**config.mk**
```make
export PLATFORM = sky130hd
export DESIGN_NAME = fetch_buffer
export DESIGN_NICKNAME = d
export VERILOG_FILES = /design/src/rtl/fetch_buffer.sv
export SDC_FILE = /design/constraint.sdc
export NUM_CORES = 1
export LEC_CHECK = 0
export ABC_AREA = 0
export CELL_PAD_IN_SITES_DETAIL_PLACEMENT = 1
export CELL_PAD_IN_SITES_GLOBAL_PLACEMENT = 2
export CORE_UTILIZATION = 42
export CTS_CLUSTER_SIZE = 20
export DETAILED_ROUTE_END_ITERATION = 12
export PLACE_DENSITY_LB_ADDON = 0.1
export SLEW_MARGIN = 20
export SYNTH_ARGS = -nofsm -noshare
export SYNTH_HDL_FRONTEND = slang
export SYNTH_SLANG_ARGS = --single-unit
export TNS_END_PERCENT = 1
```
**constraint.sdc**
```tcl
create_clock -name clk -period 3.5 [get_ports clk]
set_clock_uncertainty 0.2 [all_clocks]
set_input_delay 0.875 -clock clk [delete_from_list [all_inputs] [get_ports clk]]
set_output_delay 0.875 -clock clk [all_outputs]
set_load 0.02 [all_outputs]
```
**src/rtl/fetch_buffer.sv**
```systemverilog
// Instruction queue between the ibus response and decode: credit-based issue
// control, in-order FIFO of {pc, instr}, and discard of stale responses after a flush.
// Optional same-cycle bypass into an empty queue: define FETCH_BUFFER_BYPASS_EN.
module fetch_buffer #(
  parameter int DEPTH_LOG2 = 2
) (
  input  logic                  clk,
  input  logic                  reset,
  input  logic                  req_fire,
  input  logic                  rsp_valid,
  input  logic [31:0]           rsp_pc,
  input  logic [31:0]           rsp_instr,
  output logic                  issue_ok,
  output logic                  deq_valid,
  output logic [31:0]           deq_pc,
  output logic [31:0]           deq_instr,
  input  logic                  deq_ready,
  input  logic                  flush,
  output logic [DEPTH_LOG2:0]   count
);

  // Handshake: an entry moves to decode on a cycle where deq_valid && deq_ready
  // and flush is low; fetch may only fire a request while issue_ok is high.

  localparam int DEPTH = 1 << DEPTH_LOG2;
  localparam int CW    = DEPTH_LOG2 + 1;

  typedef logic [CW-1:0]         cnt_t;
  typedef logic [DEPTH_LOG2-1:0] ptr_t;

  localparam cnt_t CNT_ONE = cnt_t'(1);
  localparam ptr_t PTR_ONE = ptr_t'(1);

  logic [31:0] mem_pc    [DEPTH];
  logic [31:0] mem_instr [DEPTH];

  ptr_t head, tail;
  cnt_t count_q, outstanding, discard;

  logic empty, full, rsp_live, accept, drop_stale;
  logic bypass_hit, bypass_take, enq, deq, rsp_retire;
  cnt_t outstanding_next;

  always_comb begin
    empty      = (count_q == '0);
    full       = (count_q == cnt_t'(DEPTH));
    rsp_live   = rsp_valid && !flush;
    accept     = rsp_live && (discard == '0);
    drop_stale = rsp_live && (discard != '0);
`ifdef FETCH_BUFFER_BYPASS_EN
    bypass_hit  = accept && empty;
    bypass_take = bypass_hit && deq_ready;
`else
    bypass_hit  = 1'b0;
    bypass_take = 1'b0;
`endif
    // A full queue drops the response; issue_ok is meant to make this unreachable.
    enq        = accept && !full && !bypass_take;
    deq        = !empty && deq_ready && !flush;
    rsp_retire = rsp_valid && (outstanding != '0);
    outstanding_next = outstanding + cnt_t'(req_fire) - cnt_t'(rsp_retire);
  end

  always_comb begin
    issue_ok  = ({1'b0, count_q} + {1'b0, outstanding}) < (CW + 1)'(DEPTH);
    deq_valid = !empty || bypass_hit;
    deq_pc    = '0;
    deq_instr = '0;
    if (!empty) begin
      deq_pc    = mem_pc[head];
      deq_instr = mem_instr[head];
    end else if (bypass_hit) begin
      deq_pc    = rsp_pc;
      deq_instr = rsp_instr;
    end
  end

  assign count = count_q;

  always_ff @(posedge clk) begin
    if (enq) begin
      mem_pc[tail]    <= rsp_pc;
      mem_instr[tail] <= rsp_instr;
    end
  end

  always_ff @(posedge clk or posedge reset) begin
    if (reset) begin
      head        <= '0;
      tail        <= '0;
      count_q     <= '0;
      outstanding <= '0;
      discard     <= '0;
    end else begin
      outstanding <= outstanding_next;
      if (flush) begin
        // Every response still owed after this cycle belongs to the old path.
        head    <= '0;
        tail    <= '0;
        count_q <= '0;
        discard <= outstanding_next;
      end else begin
        if (enq)        tail    <= tail + PTR_ONE;
        if (deq)        head    <= head + PTR_ONE;
        if (drop_stale) discard <= discard - CNT_ONE;
        count_q <= count_q + cnt_t'(enq) - cnt_t'(deq);
      end
    end
  end

  a_rsp_owed: assert property (@(posedge clk) disable iff (reset)
    rsp_valid |-> (outstanding != '0));

  a_no_overflow: assert property (@(posedge clk) disable iff (reset)
    (accept && !bypass_take) |-> !full);

endmodule
```
==> impl_metrics.json, run 1 <==
{
  "setup_viol": 0,
  "drt_iter0_markers": 248,
  "power.switching_mw": 2.71,
  "cp_slowest_cell": "dfrtp_4",
  "reg2reg_from": "count[0]$_DFF_PP0_",
  "dp_hpwl_um": 13000,
  "swShare": 0.289,
  "dieArea_mm2": 0.0257,
  "yosys.area_share.simple": 0.0539,
  "path_delay_family": "flip-flops",
  "cellInternalPower_mw": 6.65,
  "ys_types": 33,
  "p_per_area_mw_per_mm2": 700,
  "hold_path_depth": 3,
  "rows": 57,
  "viasPerCell": 5.14,
  "pin_count": 139,
  "p_seq_frac": 0.402,
  "final_nets": 749,
  "ant_nets": 0,
  "critPathMaxStageDelay_ps": 550,
  "layout_min_cycle_time_ps": 3410,
  "comb_power_share": 0.297,
  "gp_congestion": 0.728,
  "grt_overflow": 0,
  "fmax_ghz": 0.294,
  "clock_power_share": 0.301,
  "peakVddDrop_uv": 374,
  "grt_pass1_vias": 5902,
  "cap_violations": 0,
  "synthMuxAreaShare": 0.138,
  "vias": 5196,
  "worstSkewPairLatency_ps": 540,
  "period_share": 0.973,
  "netlist_instances": 490,
  "numPlacedInstances": 956,
  "die_h_um": 160,
  "cts_tree": "done",
  "start_util": 0.430,
  "wl_per_cell_um": 21.2,
  "synth_compound_area_frac": 0.00619,
  "min_to": "discard[0]$_DFFE_PP0P_",
  "avgSynthCellArea_um2": 21.4,
  "arrival_ps": 2330,
  "synth-seq-cells": 269,
  "synth_top_family_by_area": "multiplexers",
  "cp-startpoint": "head[0]$_DFFE_PP0P_",
  "holdBufCountCts": 0,
  "die_x_um": 160,
  "syn_area_mm2": 0.0105,
  "grt_max_degree": 65,
  "fin_setup_tns_ps": 0,
  "critPathKind": "reg2out",
  "reg2reg_slack_ps": 700,
  "max_slew_margin": 0.622,
  "drc": 0,
  "cts_buffer_depth": 3,
  "synth_xor_area_frac": 0.00417,
  "synth-seq-area-share": 0.762,
  "worstPathRequired_ps": 2420,
  "antenna_found_initial": 0,
  "hold_viol": 0,
  "totalWireLength_um": 21400,
  "final-instance-count-excl-fill": 1010,
  "io_buffers": 138,
  "synthAdderAreaFrac": 0.0181,
  "cp_max_fo": 14,
  "diodes": 0,
  "htreeDepth": 1,
  "syn_nets": 574,
  "leakage_nw": 4.66,
  "worstReg2RegEnd": "count[2]$_DFF_PP0_",
  "clkTransAtPathRegs_ps": 60,
  "hp-start": "discard[0]$_DFFE_PP0P_",
  "numCtsBuffers": 29,
  "drtPass1Iterations": 4,
  "outcome": "complete, no violations",
  "area_growth_syn_to_layout_pct": 27.2,
  "worstMarginPinSlew_ps": 566,
  "drive_gt1_frac": 0.208,
  "ys_warn_count": 0,
  "clockRootBuffer": "clkbuf_16",
  "rr_worst_depth": 12,
  "drv_slew": 0,
  "end_kind": "output pin",
  "crit_chain": "buf_12 -> mux4_2 -> and2_1 -> dlygate4sd2_1",
  "coreArea_mm2": 0.0245,
  "cts.sinks": 269,
  "cp-start-kind": "flip-flop",
  "hp-class": "reg2reg",
  "rsz0062_at_grt": "no",
  "grt_first_pass_wirelength_um": 33500,
  "grt_usage": 0.173,
  "critical_path_buf_inv_count": 2
}
## state kept, by name (all words and copies together), names as in the netlist
register / count
tail: 2
outstanding: 3
count: 3
head: 2
discard: 3
mem_pc: 128
mem_instr: 128
## routing by layer
layer / up-vias / part of all wire / GRT usage
li1: 2312 / - / -
met1: 2736 / 0.41 / 0.212
met2: 116 / 0.53 / 0.312
met3: 32 / 0.045 / 0.0319
met4: 0 / 0.018 / 0.0450
met5: - / 0 / 0
## cell usage after synthesis
master    number  share of area
nand2b_1       1        0.00060
clkbuf_1       9         0.0032
o311ai_0       1        0.00083
mux2_2         1         0.0011
or3b_4         1         0.0011
edfxtp_1     256           0.73
xnor2_1        1        0.00083
fa_1           2         0.0038
nand3_1        2        0.00095
nor2b_1        1        0.00060
ha_1          12          0.014
nand2_1        3         0.0011
a31oi_1        1        0.00060
o31ai_1        2         0.0014
and2_1        65          0.039
mux4_2        64           0.14
and3_1         7         0.0042
and4bb_2       1         0.0012
xor2_1         4         0.0033
nor2_1         7         0.0025
or3_1          1        0.00060
a21o_1         1        0.00071
a21oi_1        1        0.00048
buf_6          5         0.0054
nor4_1         2         0.0012
a211o_1        1        0.00083
nor3_1         1        0.00048
o31a_1         1        0.00083
o21ai_0        1        0.00048
inv_1         13         0.0046
and2_4         1        0.00083
dfrtp_1       13          0.031
buf_2          8         0.0038
## placed cells by master, fill, tap and decap left out, types with 3 or more instances in the layout
master             n
nand2_1            3
buf_12            12
and3_4             4
xor2_1             4
inv_1             13
and2_1            65
clkinv_2           6
clkbuf_16         29
ha_1              12
dlygate4sd2_1     65
clkinv_1           7
mux4_2            64
nor2_1             7
and3_1             3
edfxtp_1         256
clkdlybuf4s50_1   73
clkbuf_1           5
buf_4             14
dfrtp_1           11
## timing repair
item	in CTS	in global routing
setup buffers	2	0
endpoints found under the setup margin	65	0
gates resized for setup	67	0
## final cells by class
| type | instances | area [um2] |
|---|---|---|
| fill | 2183 | 11100 |
| sequential | 269 | 8020 |
| multi-input combinational | 186 | 2340 |
| timing repair buffer | 166 | 1670 |
| clock buffer | 34 | 744 |
| tap | 324 | 405 |
| clock inverter | 18 | 140 |
| inverter | 13 | 48.8 |
## power groups by stage
stage,clock network (mW),registers [mW],logic (mW)
after floorplan,0,3.79,1.75
after global placement,0,3.83,3.01
after detailed placement,0,3.85,3.05
after CTS,2.91,3.76,2.86
after global routing,3.02,3.77,3.02
final,2.82,3.76,2.78
## worst min-delay path, cell delays in order, from the launching register on
cell     delay (ps)
dfrtp_1         320
inv_1            80
nand3_1          90
a31oi_1          80
## worst max-delay path by stage
stage | end | slack (ps) | cells after the start
after CTS | deq_instr[11] | 40 | 4
after floorplan | mem_instr[0][0]$_DFFE_PP_ | 110 | 2
final | deq_instr[11] | 90 | 4
after detailed placement | count[2]$_DFF_PP0_ | 30 | 12
after global routing | deq_instr[11] | 10 | 4
after global placement | count[2]$_DFF_PP0_ | 130 | 12
## metrics by stage
| stage | power, mW | setup slack, ps | instance area, um2 | utilization | hold WS, ps |
|---|---|---|---|---|---|
| 6_report | 9.36 | 93.1 | 13400 | 0.546 | 402 |
| 3_5_place_dp | 6.90 | 34.4 | 12500 | 0.513 | 396 |
| 5_1_grt | 9.82 | 10.3 | 13400 | 0.546 | 438 |
| 3_3_place_gp | 6.85 | 133 | 12500 | 0.513 | 365 |
| 2_1_floorplan | 5.54 | 113 | 10500 | - | 345 |
| 4_1_cts | 9.53 | 38.2 | 13400 | 0.546 | 409 |
## cells by family (layout without fill, tap and decap cells)
| kind of cell | Yosys count | after routing |
|---|---|---|
| flops | 269 | 269 |
| buf+inv | 35 | 231 |
| xor+xnor | 5 | 5 |
| simple gates | 93 | 93 |
| mux | 65 | 65 |
| compound gates | 9 | 9 |
| fa+ha+maj | 14 | 14 |
Power figures use the tool's default switching activity.
==> run 2: changes to the inputs <==
CORE_UTILIZATION = 45   (was 42)
clock period = 4.15 ns   (was 3.5 ns; I/O delays follow)
==> run 2 against run 1 <==
Against the previous run: global-route usage up 1.4 points; final area down 1.1%; via count down 0.37%; register-to-register slack better by 660 ps; combinational power down 12%; largest cell class unchanged; largest power group unchanged.
==> impl_metrics.json, run 2 (synthesis gave the netlist of run 1 again) <==
{
  "outcome": "complete, no violations",
  "layout_common_cells": "256 x edfxtp_1, 138 x clkdlybuf4s50_1, 65 x and2_1",
  "fin_setup_tns_ps": 0,
  "max_slew_margin": 0.584,
  "clockRootBuffer": "clkbuf_16",
  "cts_buffer_depth": 3,
  "ant_nets": 0,
  "comb_power_share": 0.310,
  "setup_ws_ps": 224,
  "holdBufCountCts": 0,
  "grt_first_pass_wirelength_um": 33400,
  "clkTransAtPathRegs_ps": 60,
  "grt_pass1_vias": 5836,
  "dp_hpwl_um": 13300,
  "numCtsBuffers": 28,
  "antenna_found_initial": 2,
  "rsz0062_at_grt": "no",
  "viasPerCell": 5.25,
  "leakage_nw": 4.31,
  "die_x_um": 155,
  "wl_per_cell_um": 21.6,
  "cap_violations": 0,
  "critPathMaxStageDelay_ps": 620,
  "diodes": 0,
  "pin_count": 139,
  "top_regs": "mem_instr: 128 flops, mem_pc: 128 flops",
  "cts_resized": 0,
  "drv_slew": 0,
  "total_power_mw": 7.87,
  "hold_viol": 0,
  "layout_min_cycle_time_ps": 3930,
  "cp_max_fo": 12,
  "arrival_ps": 2690,
  "mostFrequentLayoutCell": "edfxtp_1",
  "cp_slowest_cell": "dfrtp_4",
  "gp_congestion": 0.706,
  "grt_max_degree": 45,
  "p_seq_frac": 0.406,
  "drt_iter0_markers": 260,
  "fillers": 2014,
  "totalWireLength_um": 21400,
  "crit_chain": "buf_4 -> mux4_2 -> and2_1 -> clkdlybuf4s50_1",
  "grt_overflow": 0,
  "period_share": 0.946,
  "grt_usage": 0.186,
  "io_buffers": 138,
  "vias": 5177,
  "coreArea_mm2": 0.0228,
  "worstPathRequired_ps": 2910,
  "rows": 55,
  "cts_setup_buffers": 1,
  "peakVddDrop_uv": 362,
  "hp-class": "reg2reg",
  "dpl_worst_slack_ps": 374,
  "area_growth_syn_to_layout_pct": 25.8,
  "start_util": 0.461,
  "die_h_um": 155,
  "cts_tree": "done",
  "power.switching_mw": 2.24,
  "fmax_ghz": 0.255,
  "drc": 0,
  "htreeDepth": 1,
  "finish.utilization": 0.580,
  "drive_gt1_frac": 0.193,
  "end_kind": "output pin",
  "dieArea_mm2": 0.0240,
  "worstMarginPinSlew_ps": 624,
  "drtPass1Iterations": 4,
  "worstSkewPairLatency_ps": 520,
  "swShare": 0.285,
  "cellInternalPower_mw": 5.63,
  "cts.sinks": 269,
  "cp-start-kind": "flip-flop",
  "final_nets": 741,
  "clock_power_share": 0.284,
  "setup_viol": 0,
  "critPathKind": "reg2out",
  "whs_ps": 407,
  "p_per_area_mw_per_mm2": 596
}
[run 2: changes by cell type in the layout (fill, tap and decap cells not counted), sizes merged, moves of 4 or more]
cell	delta
dlygate4sd2	-65
clkbuf	+4
clkdlybuf4s50	+65
buf	-7
clkinv	-4
[run 2: final timing paths]
kind	start	slack (ps)	end	depth (start not counted)
setup / recovery	head[0]$_DFFE_PP0P_	220	deq_instr[18]	4
hold / removal	tail[0]$_DFFE_PP0P_	410	tail[0]$_DFFE_PP0P_	2
setup reg to reg	discard[0]$_DFFE_PP0P_	1360	count[2]$_DFF_PP0_	13
hold reg to reg	tail[0]$_DFFE_PP0P_	410	tail[0]$_DFFE_PP0P_	2
max in group asynchronous	reset	2650	head[0]$_DFFE_PP0P_	2
min in group asynchronous	reset	670	tail[0]$_DFFE_PP0P_	2
[run 2: routing by layer]
metal / global-route usage / share of wire
met4: 0.0519 / 0.018
met2: 0.325 / 0.51
met5: 0 / 0.0012
met3: 0.0392 / 0.049
met1: 0.237 / 0.42
[run 2: critical path, delay by kind of cell (launching register included)]
kind          cells  cell delay [ps]
buf+inv           2              830
flops             1              620
mux               1              530
simple gates      1              190
[run 2: power groups by stage]
stage          registers, mW  logic, mW  clock network, mW
6_report                3.20       2.44               2.24
5_1_grt                 3.22       2.63               2.37
4_1_cts                 3.21       2.50               2.29
3_5_place_dp            3.28       2.44                  0
3_3_place_gp            3.27       2.41                  0
2_1_floorplan           3.20       1.47                  0
[run 2: cell type report]
type,instances,area [um2],share of cell area
Multi-Input combinational cell,186,2340,0.177
Clock buffer,38,769,0.0582
Clock inverter,9,38.8,0.00293
Inverter,13,48.8,0.00369
Timing Repair Buffer,159,1610,0.122
Tap cell,313,392,0.0296
Sequential cell,269,8020,0.607
[run 2: stage by stage]
stage               cells  area [um2]
floorplan             490       10500
global placement      939       12400
detailed placement    939       12400
CTS                   987       13200
global route          987       13200
finish                987       13200
